**config.mk**
```make
export PLATFORM = sky130hd
export DESIGN_NAME = mc_fetch_unit
export DESIGN_NICKNAME = d
export VERILOG_FILES = /design/src/rtl/mc_fetch_unit.sv
export SDC_FILE = /design/constraint.sdc
export NUM_CORES = 1
export LEC_CHECK = 0
export BUFFER_PORTS_ARGS = -buffer_cell sky130_fd_sc_hd__buf_4
export CAP_MARGIN = 20
export CORE_MARGIN = 2
export CORE_UTILIZATION = 55
export CTS_CLUSTER_DIAMETER = 150
export DETAILED_ROUTE_END_ITERATION = 10
export PLACE_DENSITY = 0.86
export SKIP_CTS_REPAIR_TIMING = 1
export SLEW_MARGIN = 20
export SYNTH_ARGS = -nofsm -noshare
export SYNTH_HDL_FRONTEND = slang
export SYNTH_SLANG_ARGS = --single-unit
```
**constraint.sdc**
```tcl
create_clock -name clk -period 4.1 [get_ports clk]
set_input_delay 0.205 -clock clk [delete_from_list [all_inputs] [get_ports clk]]
set_output_delay 0.205 -clock clk [all_outputs]
set_load 0.01 [all_outputs]
```
**src/rtl/mc_fetch_unit.sv**
```systemverilog
// mc_fetch_unit: multi-cycle instruction-fetch sequencer.
// Owns the program counter, issues imem reads over a req/ack handshake and
// latches the returned word into the instruction register.
// Optional feature macro: MC_FETCH_TIMEOUT_EN. When it is defined, a fetch
// left without imem_ack for TIMEOUT cycles is aborted. The aborted fetch
// returns a NOP and sets the sticky fetch_err flag.
module mc_fetch_unit #(
    parameter logic [31:0] RESET_PC = 32'h0000_0000,
    parameter int unsigned TIMEOUT  = 16
) (
    input  logic        clk,
    input  logic        rst_n,
    input  logic        fetch_en,
    input  logic        redirect_valid,
    input  logic [31:0] redirect_pc,
    output logic        imem_req,
    output logic [31:0] imem_addr,
    input  logic        imem_ack,
    input  logic [31:0] imem_rdata,
    output logic [31:0] pc,
    output logic [31:0] pc_plus4,
    output logic [31:0] ir,
    output logic        ir_valid,
    output logic [25:0] jaddr,
    output logic        busy,
    output logic        fetch_err
);

    typedef enum logic {
        S_IDLE,
        S_WAIT
    } state_e;

    state_e      state_q, state_d;
    logic [31:0] pc_q, pc_d;
    logic [31:0] ir_q, ir_d;
    logic        req_q, req_d;
    logic [31:0] addr_q, addr_d;
    logic        ir_valid_q, ir_valid_d;
    logic        pend_valid_q, pend_valid_d;
    logic [31:0] pend_pc_q, pend_pc_d;

    // Redirect targets are word-aligned by clearing the low bits. Misaligned
    // targets are not trapped.
    logic [31:0] redirect_aligned;
    logic [31:0] pc_inc;
    logic        fetch_done;
    logic        abort;

    assign redirect_aligned = redirect_pc & ~32'h0000_0003;
    assign pc_inc           = pc_q + 32'd4;

`ifdef MC_FETCH_TIMEOUT_EN
    localparam int unsigned CNT_W = (TIMEOUT > 1) ? $clog2(TIMEOUT) : 1;

    logic [CNT_W-1:0] cnt_q, cnt_d;
    logic             fetch_err_q, fetch_err_d;

    // The counter restarts on every fetch. Reaching TIMEOUT-1 on an edge
    // without an ack means TIMEOUT WAIT edges have passed with no response.
    always_comb begin
        cnt_d       = cnt_q;
        fetch_err_d = fetch_err_q | abort;
        abort       = 1'b0;
        if (state_q == S_IDLE) begin
            cnt_d = '0;
        end else begin
            cnt_d = cnt_q + CNT_W'(1);
            abort = !imem_ack && (cnt_q == CNT_W'(TIMEOUT - 1));
        end
    end

    // Timeout counter and sticky error flag.
    always_ff @(posedge clk or negedge rst_n) begin
        if (!rst_n) begin
            cnt_q       <= '0;
            fetch_err_q <= 1'b0;
        end else begin
            cnt_q       <= cnt_d;
            fetch_err_q <= fetch_err_d;
        end
    end

    assign fetch_err = fetch_err_q;
`else
    assign abort     = 1'b0;
    assign fetch_err = 1'b0;
`endif

    // Next-state logic for the IDLE/WAIT sequencer and its datapath registers.
    always_comb begin
        // NOTE: every signal gets a default first so that no path leaves it
        // unassigned, which would infer a latch.
        state_d      = state_q;
        pc_d         = pc_q;
        ir_d         = ir_q;
        req_d        = req_q;
        addr_d       = addr_q;
        ir_valid_d   = 1'b0;
        pend_valid_d = pend_valid_q;
        pend_pc_d    = pend_pc_q;
        fetch_done   = 1'b0;

        case (state_q)
            S_IDLE: begin
                // A redirect takes priority. A simultaneous fetch_en is
                // dropped and the control FSM has to issue it again.
                if (redirect_valid) begin
                    pc_d = redirect_aligned;
                end else if (fetch_en) begin
                    req_d   = 1'b1;
                    addr_d  = pc_q;
                    state_d = S_WAIT;
                end
            end
            S_WAIT: begin
                fetch_done = imem_ack || abort;
                if (redirect_valid) begin
                    pend_valid_d = 1'b1;
                    pend_pc_d    = redirect_aligned;
                end
                if (fetch_done) begin
                    ir_d         = abort ? 32'h0000_0000 : imem_rdata;
                    ir_valid_d   = 1'b1;
                    req_d        = 1'b0;
                    state_d      = S_IDLE;
                    pend_valid_d = 1'b0;
                    // A redirect arriving with the ack is the newest one, so
                    // it wins over an older pending target.
                    if (redirect_valid) begin
                        pc_d = redirect_aligned;
                    end else if (pend_valid_q) begin
                        pc_d = pend_pc_q;
                    end else begin
                        pc_d = pc_inc;
                    end
                end
            end
            default: begin
                state_d = S_IDLE;
            end
        endcase
    end

    // State and datapath registers. An asynchronous reset drops imem_req
    // immediately, without waiting for a clock edge.
    always_ff @(posedge clk or negedge rst_n) begin
        if (!rst_n) begin
            state_q      <= S_IDLE;
            pc_q         <= RESET_PC;
            ir_q         <= 32'h0000_0000;
            req_q        <= 1'b0;
            addr_q       <= 32'h0000_0000;
            ir_valid_q   <= 1'b0;
            pend_valid_q <= 1'b0;
            pend_pc_q    <= 32'h0000_0000;
        end else begin
            // NOTE: use non-blocking assignments for all sequential state so
            // that every register samples its pre-edge value.
            state_q      <= state_d;
            pc_q         <= pc_d;
            ir_q         <= ir_d;
            req_q        <= req_d;
            addr_q       <= addr_d;
            ir_valid_q   <= ir_valid_d;
            pend_valid_q <= pend_valid_d;
            pend_pc_q    <= pend_pc_d;
        end
    end

    assign imem_req  = req_q;
    assign imem_addr = addr_q;
    assign pc        = pc_q;
    assign pc_plus4  = pc_inc;
    assign ir        = ir_q;
    assign ir_valid  = ir_valid_q;
    assign jaddr     = ir_q[25:0];
    assign busy      = (state_q == S_WAIT);

endmodule

```
==> impl_metrics.json <==
{
  "grt_max_degree": 48,
  "worst_slew_pin_slew_ns": 1.016,
  "post_drt_wl_per_cell_um": 19.25,
  "cts_max_path_buffers": 2,
  "p_seq_frac": 0.402,
  "number_of_enable_flip_flop_cells_after_synthesis": 0,
  "min_period_over_period": 0.6798,
  "fin_area_um2": 8592,
  "hold_violations": 0,
  "grt_antenna_before_repair": 0,
  "first_global_vias": 5276,
  "switching_share": 0.3201,
  "grt.busiest_layer": "met2",
  "cp.required_ns": 3.89,
  "clockPowerShare": 0.280,
  "synth.distinct_cells": 72,
  "power.switching_mw": 1.532,
  "synth.yosys.warnings": 0,
  "critical_path_cell_by_cell": "ha_1 -> nand3_1 -> or3_1 -> nor2_1 -> xnor2_1 -> buf_4",
  "finalWirelength_mm": 17.57,
  "critical-path-max-stage-delay_ns": 0.52,
  "setup_viol": 0,
  "cts_tree": "yes",
  "syn_to_final_growth_pct": 28.96,
  "num_io_pins": 227,
  "cp_top_family": "simple AND/OR/NAND/NOR gates",
  "use_met2": 0.4488,
  "yosys_register_bits": 126,
  "n_antenna_cell": 0,
  "worstSetupEndpoint": "pc_plus4[26]",
  "cp_num_buf_inv": 1,
  "dr.first_iter.drc_count": 447,
  "cellInternalPower_mw": 3.255,
  "first_pass_iters": 5,
  "endpoint_kind": "primary output",
  "drv.max_cap_violation_count": 0,
  "mappedNetlistArea_um2": 6663,
  "combPwrFrac": 0.318,
  "finish.net_count": 826,
  "register_area_share_after_synthesis": 0.4732,
  "drt-vias-per-instance": 5.908,
  "worstHoldPathType": "primary input to flop",
  "rsz_0062_raised_after_global_routing": "no",
  "initial_utilization": 0.5593,
  "insertion_delay_ns": 0.42,
  "cts.sink_count": 126,
  "synthFlopType": "dfrtp_1",
  "peakVddDrop_mv": 0.3843,
  "slew_headroom": 0.3229,
  "fp.dieArea_um2": 13010,
  "p_leak_nw": 3.968,
  "avgSynthCellArea_um2": 11.37,
  "worst_path_maximum_fanout": 12,
  "critical_path.startpoint_type": "flop",
  "grt_util_met1": 0.3423,
  "cts-root-buf": "clkbuf_16",
  "die_extent_in_y_um": 114.1,
  "route.vias.total": 5394,
  "critical_path_cell_count": 6,
  "globalRouteTotalUtil": 0.2744,
  "setup_tns_ns": 0,
  "run_status": "completed",
  "critical_path.slowest_cell": "or3_1",
  "worst_r2r_startpoint": "pend_valid_q",
  "number_of_cells_traversed_by_the_worst_register_to_register_path": 4,
  "postSynthCellCount": 586,
  "drive_gt1_frac": 0.4869,
  "detail-route-antenna-nets": 0,
  "met3_grt_util": 0.06670,
  "timing_worst_setup_path_type": "flop to primary output",
  "total_power_mw": 4.787,
  "core_area_um2": 11910,
  "num_rows": 40,
  "power_per_cell_area_nw_per_um2": 557.1,
  "period_needed_ns": 2.787,
  "clock.fmax_ghz": 0.3588,
  "grt_overflow": 0,
  "r2r_slack_ns": 1.62,
  "final_max_slew_viol_count": 0,
  "cts.clk_slew.worst_paths_ns": 0.06,
  "critPathLaunch": "pc[3]",
  "buffer_ports.inserted": 217,
  "tritoncts.num_buffers": 17,
  "placement.cell_area_um2": 8058,
  "synth_async_sr_flop_share": 1.000,
  "hpwlAfterDp_mm": 12.42,
  "clock_tree.htree_level_count": 4,
  "drc": 0,
  "floorplan.die.width_um": 114.1,
  "global_placer_s_final_weighted_congestion": 0.8763,
  "grt_first_pass_wirelength_mm": 27.66,
  "rr_endpoint": "pc[26]",
  "cp.arrival_ns": 2.58,
  "skew_ns": 0.008123
}
final cells by class:
cell class,instances,area (um^2)
fill,844,3319
sequential,126,3153
multi-input combinational,377,3005
timing repair buffer,225,1692
clock buffer,22,484.2
tap,147,183.9
clock inverter,7,40.04
inverter,9,33.78
flip-flops by register name, indices dropped and copies added, names as in the netlist:
| register | cells |
|---|---|
| ir | 32 |
| imem_addr | 30 |
| pc | 30 |
| pend_pc_q | 30 |
| busy | 1 |
| imem_req | 1 |
| ir_valid | 1 |
| pend_valid_q | 1 |
logic make-up (layout without fill, tap and decap cells):
group,count (synthesis),in the layout,synth area share
AO/OA/AOI/OAI,90,90,0.09878
flip-flops,126,126,0.4732
AND/OR/NAND/NOR,152,152,0.1399
adder cells (fa/ha/maj),1,1,0.001878
other,1,7,0.0005628
XOR/XNOR,24,24,0.03155
buffers and inverters,89,263,0.08037
multiplexers,103,103,0.1737
layout by cell type (no fill, tap or decap), types with 3 or more instances in the layout:
cell type and instances:
buf_4 224, dfrtp_1 126, mux2_2 94, nand2_1 30, nor2_1 30, xnor2_1 18, clkbuf_16 17, a21oi_1 13
nor3_1 11, o22ai_1 11, nand3_1 10, and3_1 9, inv_1 9, o21ai_0 9, nor4_1 8, a22oi_1 7
mux2i_1 7, conb_1 7, and4_1 6, xor2_1 6, nand2b_1 6, a221o_1 6, a211oi_1 6, nand4_1 5
o31ai_1 5, clkinv_2 5, nand3_2 4, nor3b_1 4, o311ai_1 4, a22o_1 4, a311o_1 4, clkbuf_8 4
or2_1 3, nor4_2 3, or2_2 3, a211o_1 3
synth_stat cells (3+ instances only):
| cell | number | share of area |
|---|---|---|
| a221o_1 | 6 | 0.0090 |
| mux2_2 | 94 | 0.16 |
| nor2_1 | 30 | 0.017 |
| mux2i_1 | 7 | 0.011 |
| clkbuf_2 | 3 | 0.0023 |
| or2_2 | 3 | 0.0028 |
| a211o_1 | 3 | 0.0039 |
| xnor2_1 | 18 | 0.024 |
| buf_2 | 32 | 0.024 |
| a22oi_1 | 7 | 0.0079 |
| a22o_1 | 4 | 0.0053 |
| o21ai_0 | 9 | 0.0068 |
| o22ai_1 | 11 | 0.010 |
| o311ai_1 | 4 | 0.0053 |
| nand2_1 | 31 | 0.017 |
| and3_1 | 9 | 0.0085 |
| nor4_1 | 8 | 0.0075 |
| or2_1 | 3 | 0.0028 |
| xor2_1 | 6 | 0.0079 |
| nor3b_1 | 4 | 0.0045 |
| o31ai_1 | 5 | 0.0056 |
| nor3_1 | 11 | 0.0083 |
| nand3_1 | 10 | 0.0075 |
| nand4_1 | 5 | 0.0047 |
| a21oi_1 | 13 | 0.0098 |
| nand3_2 | 4 | 0.0060 |
| buf_4 | 37 | 0.042 |
| inv_1 | 9 | 0.0051 |
| nand2b_1 | 6 | 0.0056 |
| nor4_2 | 3 | 0.0056 |
| dfrtp_1 | 126 | 0.47 |
| clkbuf_1 | 4 | 0.0023 |
| and4_1 | 6 | 0.0079 |
| a311o_1 | 4 | 0.0060 |
| a211oi_1 | 6 | 0.0068 |
power groups by stage:
stage	registers [mW]	logic, mW	clock network [mW]
final	1.93	1.52	1.34
after global routing	1.97	1.63	1.42
after CTS	1.92	1.53	1.36
after detailed placement	1.93	1.53	0
after global placement	1.90	1.49	0
after floorplan	1.91	0.826	0
routing by layer:
layer / up-vias / wire length [um]
met3: 38 / 1513
met1: 2614 / 6697
met5: - / 0
li1: 2425 / -
met4: 0 / 546
met2: 317 / 8815
worst min path at each step:
stage	start	endpoint	slack, ns	cells past startpoint
detailed placement	rst_n	ir[24]	0.18	1
floorplan	rst_n	busy	-0.09	0
finish	imem_rdata[3]	ir[3]	0.02	2
CTS	rst_n	ir[20]	-0.26	1
global route	imem_rdata[14]	ir[14]	0.01	2
global placement	rst_n	ir[1]	0.17	1
through the flow:
step	hold WS (ns)	setup slack [ns]	util	cells
after floorplan	-0.09059	2.266	-	592
after global placement	0.1720	1.772	0.6763	883
after detailed placement	0.1820	1.710	0.6765	883
after CTS	-0.2588	1.308	0.7205	912
after global routing	0.01246	1.194	0.7213	913
final	0.01741	1.313	0.7213	913
Note: power is estimated with default switching activity, not from simulation.
